<file path="config.mk">
export PLATFORM = sky130hd
export DESIGN_NAME = if_id_stage
export DESIGN_NICKNAME = d
export VERILOG_FILES = /design/src/rtl/if_id_stage_pkg.sv /design/src/rtl/if_id_hold_buf.sv /design/src/rtl/if_id_stage.sv
export SDC_FILE = /design/constraint.sdc
export NUM_CORES = 1
export LEC_CHECK = 0
export BUFFER_PORTS_ARGS = -buffer_cell sky130_fd_sc_hd__buf_4
export CORE_MARGIN = 4
export CORE_UTILIZATION = 40
export CTS_CLUSTER_SIZE = 24
export DETAILED_ROUTE_END_ITERATION = 6
export PLACE_DENSITY_LB_ADDON = 0.05
export SLEW_MARGIN = 30
export SYNTH_ARGS = -nofsm -noshare
export SYNTH_HDL_FRONTEND = slang
export SYNTH_SLANG_ARGS = --single-unit
</file>
<file path="constraint.sdc">
create_clock -name clk -period 1.6 [get_ports clk]
set_input_delay 0.08 -clock clk [delete_from_list [all_inputs] [get_ports clk]]
set_output_delay 0.08 -clock clk [all_outputs]
set_load 0.01 [all_outputs]
</file>
<file path="src/rtl/if_id_stage_pkg.sv">
// Shared definitions for the IF->ID pipeline boundary: instruction width, bubble word and state encoding.
package if_id_stage_pkg;

  localparam int unsigned INSTR_WIDTH = 32;
  localparam logic [INSTR_WIDTH-1:0] IF_ID_NOP = 32'h0000_0000;

  typedef enum logic {
    ST_RUN  = 1'b0,
    ST_HOLD = 1'b1
  } if_id_state_e;

endpackage

</file>
<file path="src/rtl/if_id_hold_buf.sv">
// Holding register for the ROM word across stalls, plus the mux that selects it over the live ROM output.
module if_id_hold_buf #(
  parameter int unsigned          W       = 32,
  parameter logic [W-1:0]         RST_VAL = '0
) (
  input  logic         clk,
  input  logic         rst,
  input  logic         capture,
  input  logic         sel,
  input  logic [W-1:0] d,
  output logic [W-1:0] q
);

  logic [W-1:0] hold_q;

  // NOTE: sequential state is assigned with <= so every flop samples pre-edge values.
  always_ff @(posedge clk) begin
    if (rst)          hold_q <= RST_VAL;
    else if (capture) hold_q <= d;
  end

  assign q = sel ? hold_q : d;

endmodule

</file>
<file path="src/rtl/if_id_stage.sv">
// IF->ID pipeline register: aligns fetch PC with synchronous ROM data, holds on stall, bubbles on flush.
// Define IF_ID_PERF_EN to add the stall_cnt/flush_cnt performance counters.
module if_id_stage
  import if_id_stage_pkg::*;
#(
  parameter int unsigned        DATA_W   = INSTR_WIDTH,
  parameter logic [DATA_W-1:0]  RESET_PC = 32'h0000_0000,
  parameter logic [DATA_W-1:0]  NOP_WORD = IF_ID_NOP
) (
  input  logic              clk,
  input  logic              rst,
  input  logic              stall,
  input  logic              flush,
  input  logic [DATA_W-1:0] if_pc,
  input  logic [DATA_W-1:0] if_instr,
  output logic [DATA_W-1:0] id_instr,
  output logic [DATA_W-1:0] id_pc,
  output logic [DATA_W-1:0] id_pc4,
  output logic              id_valid
`ifdef IF_ID_PERF_EN
  ,
  output logic [31:0]       stall_cnt,
  output logic [31:0]       flush_cnt
`endif
);

  if_id_state_e      state_q, state_d;
  logic [DATA_W-1:0] pc_q;
  logic              valid_q;
  logic              capture;
  logic              sel_hold;
  logic [DATA_W-1:0] buf_q;

  always_ff @(posedge clk) begin
    if (rst) state_q <= ST_RUN;
    else     state_q <= state_d;
  end

  // NOTE: every signal driven in always_comb gets a default first, so no path can infer a latch.
  always_comb begin
    state_d = ST_RUN;
    if (flush)      state_d = ST_RUN;
    else if (stall) state_d = ST_HOLD;
  end

  // Capture only on entry to HOLD; later stall cycles must keep the first word.
  always_comb begin
    capture  = 1'b0;
    sel_hold = 1'b0;
    if (state_q == ST_RUN && stall && !flush) capture = 1'b1;
    if (state_q == ST_HOLD)                   sel_hold = 1'b1;
  end

  always_ff @(posedge clk) begin
    if (rst) begin
      pc_q    <= RESET_PC;
      valid_q <= 1'b0;
    end else if (flush) begin
      pc_q    <= if_pc;
      valid_q <= 1'b0;
    end else if (!stall) begin
      pc_q    <= if_pc;
      valid_q <= 1'b1;
    end
  end

  if_id_hold_buf #(
    .W       (DATA_W),
    .RST_VAL (NOP_WORD)
  ) u_hold_buf (
    .clk     (clk),
    .rst     (rst),
    .capture (capture),
    .sel     (sel_hold),
    .d       (if_instr),
    .q       (buf_q)
  );

  assign id_instr = valid_q ? buf_q : NOP_WORD;
  assign id_pc    = pc_q;
  assign id_pc4   = pc_q + DATA_W'(4);
  assign id_valid = valid_q;

`ifdef IF_ID_PERF_EN
  always_ff @(posedge clk) begin
    if (rst) begin
      stall_cnt <= '0;
      flush_cnt <= '0;
    end else begin
      if (flush)      flush_cnt <= flush_cnt + 32'd1;
      else if (stall) stall_cnt <= stall_cnt + 32'd1;
    end
  end
`endif

endmodule
</file>
==> Word-level counts from Yosys, hierarchy flattened <==
Cells that the tools add are included.
Widths: inputs -> output; s select.
{ "op_classes": {"eq_ne": 1, "n_addsub": 1, "mux": 7, "reduce_logical": 4, "bitwise": 1} }
{ "ops": {"columns": ["op", "count"], "rows": [
  ["$mux 32", 4],
  ["$add 32x3->32 const B", 1],
  ["$mux 1", 3],
  ["$logic_and 1x1->1", 2],
  ["$ne 2x1->1 const B", 1],
  ["$reduce_or 2->1", 1],
  ["$logic_not 1->1", 1],
  ["$not 1->1", 1]
]} }
{ "totals": {"input_bits": 68, "ff_bits": 66, "output_inout_bits": 97} }

==> Longest topological paths before layout <==
Gate-level depths: netlist of run 1.
{ "depth": {"depth_word": 4, "ltp_mapped": 6, "ltp_nobuf": 5} }

==> Modules after synthesis <==
A second synthesis of run 1 with hierarchy kept.
{ "hier_totals": {"hier_cells": 406, "hier_area_um2": 3684.8} }
{ "modules_own_cells": {"columns": ["module", "cells_each", "seq_area_each_um2", "instances", "area_per_inst_um2"], "rows": [
  ["if_id_stage", 267, 680.7, 1, 2006.9],
  ["if_id_hold_buf", 139, 640.6, 1, 1677.9]
]} }

==> Worst setup path after synthesis of run 1 <==
Ideal clock, no wire load.
{ "synth_path": {"path_type": "register to output", "startpoint": "register pc_q[2], in the netlist id_pc[2]", "endpoint": "output id_pc4[26]", "arrival_ns": 1.613, "t_required_ns": 1.520, "setup_slack_ns": -0.093, "path_stages_with_launch": 7, "path_cell_list": "dfxtp_1 > ha_1 > nand3_1 > or2_1 > buf_6 > nor4_4 > xor2_1"} }
{ "synth_between": {"elab_chain_cells": 1} }
{ "synth_lines": {"columns": ["item", "line_no", "rtl"], "rows": [
  ["start: declaration", "if_id_stage.sv:28", "logic [DATA_W-1:0] pc_q;"],
  ["start signal: assignment", "if_id_stage.sv:59", "pc_q <= if_pc;"],
  ["start signal: assignment", "if_id_stage.sv:62", "pc_q <= if_pc;"],
  ["$add 32x3->32", "if_id_stage.sv:81", "assign id_pc4 = pc_q + DATA_W'(4);"],
  ["end: declaration", "if_id_stage.sv:18", "output logic [DATA_W-1:0] id_pc4,"]
]} }
Every way passes these cells.

==> Worst setup path after layout of run 1 <==
{ "layout_path": {"startpoint": "register pc_q[10], in the netlist id_pc[10]", "endpoint": "output id_pc4[18]"} }
The elaborated chain is that of the path after synthesis.

==> metrics.md, run 1 <==
| Metric | Value |
|---|---|
| # DRC | `0` |
| Busiest layer in global routing | `met2` |
| Post-synthesis sequential area ratio | `39.3%` |
| Setup-failing EPs final | `24` |
| Finished Layout Cells | `810` |
| Synth Net Count | `514` |
| Clock root buffer | `clkbuf_8` |
| Reg2reg path depth | `4` |
| Clk_lat worst skew | `330 ps` |
| Pin count of the biggest net entering global routing | `67` |
| Die H | `99.6 um` |
| Failing checks | `negative setup slack` |
| Detailed Place HPWL | `7510 um` |
| Core area | `0.00818 sq mm` |
| Critical path startpoint category | `flop` |
| Boundary pin count | `165` |
| Distinct cell type count after synthesis | `29` |
| DP Cell Count | `725` |
| Yosys reg bits | `66` |
| Ant. Diodes | `0` |
| H-tree levels | `3` |
| WL per Instance | `14.5 um` |
| Clock Tree Buf Depth | `2` |
| Die Wd | `99.6 um` |
| Hold_sp | `if_pc[1]` |
| Commonest non-fill, non-tap cell in the layout | `buf_4` |
| WHS | `12.3 ps` |
| CP Max Fanout | `4` |
| Drt pass-1 iters | `4` |
| GRT Residual Overflow | `0` |
| Worst EP required | `1520 ps` |
| Final wirelength | `11,700 um` |
| CTS tree | `done` |
| Setup ws final | `-359 ps` |
| Worst Max-Slew Pin Slew | `717 ps` |
| Layout Nets | `771` |
| Clock transition at path regs | `70 ps` |
| Setup Skew | `8.79 ps` |
| Rows | `33` |
| Max-cap viol count | `0` |
| Reg2reg setup slack | `100 ps` |
| Xor/xnor share of the synthesized area | `7.30%` |
| Hold Violations, Final | `0` |
| Tmin final | `1960 ps` |
| Place WS | `-41.2 ps` |
| Finished Cell Area | `0.00608 sq mm` |
| Met3 usage | `4.56%` |
| Mapped Cells | `445` |
| Ys Warns | `0` |
| First-pass GRT wire length | `17,700 um` |
| Layout cell share with drive strength beyond 1 | `41.4%` |
| Synth Area in Adders | `0.372%` |
| Post-Synth Simple-Gate Area | `29.1%` |
| Final GP Congestion | `0.874` |
| Number of I/O port buffers | `164` |
| PwrDens | `652 mW/mm^2` |
| Hold Path Stages | `3` |
| Mux cell area share after synthesis | `9.53%` |
| Worst setup path category | `flop to primary output` |
| DR vias | `3,960` |
| GR met1 Demand/Resource | `26.8%` |
| CP endpoint kind | `primary output` |
| Starting density of the core | `41.1%` |
| Status | `finished with violations` |
| # clock sinks | `66` |
| Critical path arrival | `1880 ps` |
| TNS Setup | `-5580 ps` |
| Fmax | `0.511 GHz` |
| Most frequent cells in the layout | `buf_4, nand2_1, a21oi_1` |
| Max_slew headroom | `52.2%` |
| Post-synthesis to final-layout area growth | `80.9%` |
| Vias in the first global route | `3,655` |
| Unrepaired setup endpoints after global routing | `true` |
| Fin crit share | `122%` |
| Hold Path End | `id_pc[1]$_SDFFE_PP0P_` |
| R2R Path Start | `id_valid$_SDFFE_PP0N_` |
| Max IR drop VDD | `408 uV` |
| Initial antenna violation count | `0` |
| Synth Area per Inst | `7.55 sq um` |
| Filler cell count | `629` |
| Reg-to-reg endpoint | `id_valid$_SDFFE_PP0N_` |
| Post-Syn Area | `0.00336 sq mm` |
| Full die area | `0.00993 sq mm` |
| Slew Limit Fails | `0` |
| Worst hold path type | `input port to flop` |
| Pleak | `2.84 nW` |
| DRT antenna net count | `0` |
| Total Routing Usage GR | `21.8%` |
| Placement Cell Area | `0.00494 sq mm` |
| Vias per cell | `4.89` |
| GR Util met2 | `37.9%` |
| Main combinational cell family by area after synthesis | `simple AND/OR/NAND/NOR gates` |
| Detailed Route Iter0 Violations | `131` |
| Compound-Gate Fraction of Synth Area | `9.76%` |
| Number of CTS-inserted buffers | `9` |
-- critical path, stage by stage, from the launching register on --
cell,delay [ps]
dfxtp_2,350
nand4_1,200
nor4_4,350
buf_4,180
nand4_1,150
xnor2_2,170
buf_4,140
-- sequential cells by signal, indices dropped and copies added, names as in the netlist --
register,cells
id_pc,32
state_q,1
u_hold_buf.hold_q,32
id_valid,1
-- logic make-up (layout without fill, tap and decap cells) --
kind of cell	count (synthesis)	in the layout
flip-flops	66	66
AND/OR/NAND/NOR	217	217
adder cells (fa/ha/maj)	1	1
buffers and inverters	36	296
AO/OA/AOI/OAI	65	65
multiplexers	32	32
XOR/XNOR	28	28
-- metrics by stage --
step	utilization [%]	total power, mW
6_report	74.3	3.96
5_1_grt	74.3	4.15
4_1_cts	70.7	3.96
3_5_place_dp	60.4	2.66
3_3_place_gp	60.4	2.65
2_1_floorplan	-	2.19
-- final cells by class --
class | count | area [sq um] | share of cell area [%]
Timing Repair Buffer | 277 | 2300 | 37.9
Multi-Input combinational cell | 343 | 2120 | 34.9
Sequential cell | 66 | 1350 | 22.1
Clock buffer | 11 | 141 | 2.33
Tap cell | 105 | 131 | 2.16
Inverter | 5 | 18.8 | 0.309
Clock inverter | 3 | 17.5 | 0.288
-- power breakdown --
part / switching, mW / internal (mW)
combinational: 0.442 / 0.534
clock: 0.600 / 0.583
sequential: 0.0672 / 1.74
total: 1.11 / 2.85
-- synthesized netlist by cell type --
cell        n  area share [%]
nor3_1      5            0.74
buf_2       3            0.45
nand2_1   138              15
nand3_4     1            0.52
nand4_1     4            0.74
nor2_2      1            0.19
clkbuf_1   25             2.8
nand2_2     1            0.19
a21oi_1    64             9.5
mux2i_1    32             9.5
a211oi_1    1            0.22
nor2b_1     1            0.19
or2_1       1            0.19
nand4_2     2            0.74
inv_1       5            0.56
ha_1        1            0.37
nor4_2      4             1.5
nand3_1     9             1.3
nor4_4      1            0.63
buf_4       2            0.45
xnor2_1    14             3.6
and4_4      2            0.67
and3_1      1            0.19
xor2_1     14             3.6
and4_1      4             1.0
dfxtp_1    66              39
nor2_1     40             4.5
nand2b_1    2            0.37
buf_6       1            0.34
-- how the worst max path moves through the flow --
stage / end / slack [ps] / startpoint / cells after the start
CTS: id_pc4[26] / -350 / id_pc[3]$_SDFFE_PP0P_ / 6
global route: id_pc4[18] / -460 / id_pc[10]$_SDFFE_PP0P_ / 6
floorplan: id_pc4[26] / 10 / id_pc[2]$_SDFFE_PP0P_ / 6
finish: id_pc4[18] / -360 / id_pc[10]$_SDFFE_PP0P_ / 6
detailed placement: id_pc4[28] / -40 / id_pc[3]$_SDFFE_PP0P_ / 6
global placement: id_pc4[28] / 30 / id_pc[3]$_SDFFE_PP0P_ / 6
-- what timing repair did --
item                                   4_1_cts  5_1_grt
pin swaps                                   10       25
hold buffers                                53        0
setup endpoints to repair                   26       29
setup buffers                                7       12
gates resized for setup                     28       44
cloned                                       0        1
endpoints found under the hold margin       52        0
-- per-layer routing --
metal	vias up	share of wire (%)
li1	1977	-
met5	-	0
met2	141	52
met3	12	6.5
met4	0	1.3
met1	1830	40
(Power assumes the default switching activity.)
==> inputs of run 2 (changes only) <==
Settings changed: CELL_PAD_IN_SITES_DETAIL_PLACEMENT set to 0, CELL_PAD_IN_SITES_GLOBAL_PLACEMENT set to 1, CORE_UTILIZATION 40 to 29.
==> run 2 against run 1 <==
The run still ends with negative setup slack left. Setup slack better by 99 ps. Via count is 3.7% lower. Non-clock buffer count is 8 lower. Sequential power hardly changed. Utilization is 20 points lower. Count of clock-buffer cells in the layout is 2 higher. Critical path type unchanged. Critical endpoint is now id_pc4[26]. Largest power group unchanged.
==> metrics.md, run 2 (synthesized netlist as in run 1, its figures left out) <==
| Metric | Value |
|---|---|
| Setup ws final | `-260 ps (+98.8 ps)` |
| CP startpoint | `id_pc[3]$_SDFFE_PP0P_` |
| Setup Skew | `3.83 ps (-4.96 ps)` |
| Clock transition at path regs | `50 ps (-20 ps)` |
| PwrDens | `740 mW/mm^2 (+14%)` |
| Number of I/O port buffers | `164 (unchanged)` |
| Fmax | `0.538 GHz (+5.3%)` |
| WL per Instance | `14.0 um (-3.2%)` |
| GRT Residual Overflow | `0 (unchanged)` |
| Place WS | `13.2 ps (+54.4 ps)` |
| Crit-path cells | `ha_4 -> nand3_2 -> or2_4 -> nor4_4 -> xor2_1 -> buf_4` |
| Number of CTS-inserted buffers | `9 (unchanged)` |
| Drt pass-1 iters | `4 (unchanged)` |
| Final wirelength | `11,800 um (+0.58%)` |
| Clock root buffer | `clkbuf_16` |
| DRT antenna net count | `0 (unchanged)` |
| Worst hold path type | `input port to flop` |
| Bufs and invs on worst path | `1 (-1)` |
| Core area | `0.0114 sq mm (+39%)` |
| Detailed Place HPWL | `8390 um (+12%)` |
| Max-cap viol count | `0 (unchanged)` |
| Critical-path top delay cell | `dfxtp_2` |
| Worst Max-Slew Pin Slew | `277 ps (-440 ps)` |
| Starting density of the core | `29.5% (-12 points)` |
| Status | `finished with violations` |
| Max_slew headroom | `81.5% (+29 points)` |
| Vias per cell | `4.53 (-7.3%)` |
| Clock Tree Buf Depth | `2 (unchanged)` |
| Unrepaired setup endpoints after global routing | `true` |
| Die Wd | `116 um (+16%)` |
| Setup-failing EPs final | `23 (-4.2%)` |
| Overall Power | `4.54 mW (+15%)` |
| Initial antenna violation count | `0 (unchanged)` |
| Boundary pin count | `165 (unchanged)` |
| Layout Nets | `763 (-1.0%)` |
| DR vias | `3,814 (-3.7%)` |
| CP endpoint kind | `primary output` |
| Worst EP required | `1520 ps (about the same)` |
| Full die area | `0.0134 sq mm (+35%)` |
| First-pass GRT wire length | `18,700 um (+5.4%)` |
| Finished Cell Area | `0.00613 sq mm (+0.84%)` |
| Pin count of the biggest net entering global routing | `34 (-49%)` |
| Critical path startpoint category | `flop` |
| R2R Path Start | `id_valid$_SDFFE_PP0N_` |
| Failing checks | `negative setup slack` |
| Slew Limit Fails | `0 (unchanged)` |
| Total Routing Usage GR | `17.5% (-4.3 points)` |
| Max IR drop VDD | `404 uV (-0.85%)` |
| Placement Cell Area | `0.00500 sq mm (+1.3%)` |
| Worst setup path category | `flop to primary output` |
| CTS tree | `done` |
| Tmin final | `1860 ps (-98.8 ps)` |
| CP delay by family, top | `simple AND/OR/NAND/NOR gates` |
| # DRC | `0 (unchanged)` |
| Clk_lat worst skew | `320 ps (about the same)` |
| Vias in the first global route | `3,696 (+1.1%)` |
| Ant. Diodes | `0 (unchanged)` |
| Post-synthesis to final-layout area growth | `82.5%` |
| # clock sinks | `66 (unchanged)` |
| CP Max Fanout | `5 (+1)` |
| Hold_sp | `if_instr[6]` |
| Hold Violations, Final | `0 (unchanged)` |
| Rows | `39 (+18%)` |
| Critical path arrival | `1780 ps (-100 ps)` |
| Final GP Congestion | `0.796 (-8.9%)` |
| Detailed Route Iter0 Violations | `154 (+18%)` |
| TNS Setup | `-4180 ps (+1400 ps)` |
| Pleak | `2.89 nW (+1.7%)` |
| Slowest Stage Delay on Critical Path | `360 ps (about the same)` |
| Fin crit share | `116% (-6.2 points)` |
| Layout cell share with drive strength beyond 1 | `42.6% (+1.2 points)` |
| Most frequent cells in the layout | `buf_4, nand2_1, a21oi_1` |
| Die H | `116 um (+16%)` |
| Commonest non-fill, non-tap cell in the layout | `buf_4` |
| H-tree levels | `3 (unchanged)` |
run 2: cell type report:
type,count,area (sq um)
multi-input combinational,343,2140
timing repair buffer,269,2180
clock inverter,3,15.0
fill,1116,5240
sequential,66,1340
inverter,5,18.8
tap,143,179
clock buffer,13,250
run 2: metrics by stage:
step,hold WS [ps],utilization [%],cells
finish,10.1,53.9,842
global route,4.45,53.9,842
detailed placement,273,44.0,767
CTS,0.114,52.2,834
global placement,270,44.0,767
floorplan,158,-,445
run 2: per-layer routing:
metal  GRT usage [%]  wire [um]  vias up
met5               0          0        -
met4            4.87        120        0
met3            4.28        796       10
met2            30.1       5800      103
met1            21.8       5060     1741
li1                -          -     1960
run 2: repair_timing:
item,4_1_cts,5_1_grt
pin swaps,24,22
endpoints found under the setup margin,24,28
hold buffers,40,0
resized for setup,46,28
buffers inserted,11,9
hold endpoints to repair,39,0
run 2: worst paths after layout:
path	to	slack [ps]	cells after the start
setup / recovery	id_pc4[26]	-260	6
hold / removal	u_hold_buf.hold_q[6]$_SDFFE_PP0P_	10	3
setup reg to reg	id_valid$_SDFFE_PP0N_	180	4
hold reg to reg	u_hold_buf.hold_q[31]$_SDFFE_PP0P_	450	2
run 2: worst min-delay path: cells and delay by family:
kind	cells	cell delay, ps
and+or+nand+nor	1	50
buffers and inverters	1	110
AOI/OAI and AO/OA	1	50
run 2: power by group:
part	switching [mW]	internal (mW)	total, mW
combinational	0.437	0.529	0.966
clock	0.686	1.08	1.77
sequential	0.0645	1.74	1.80
total	1.19	3.35	4.54
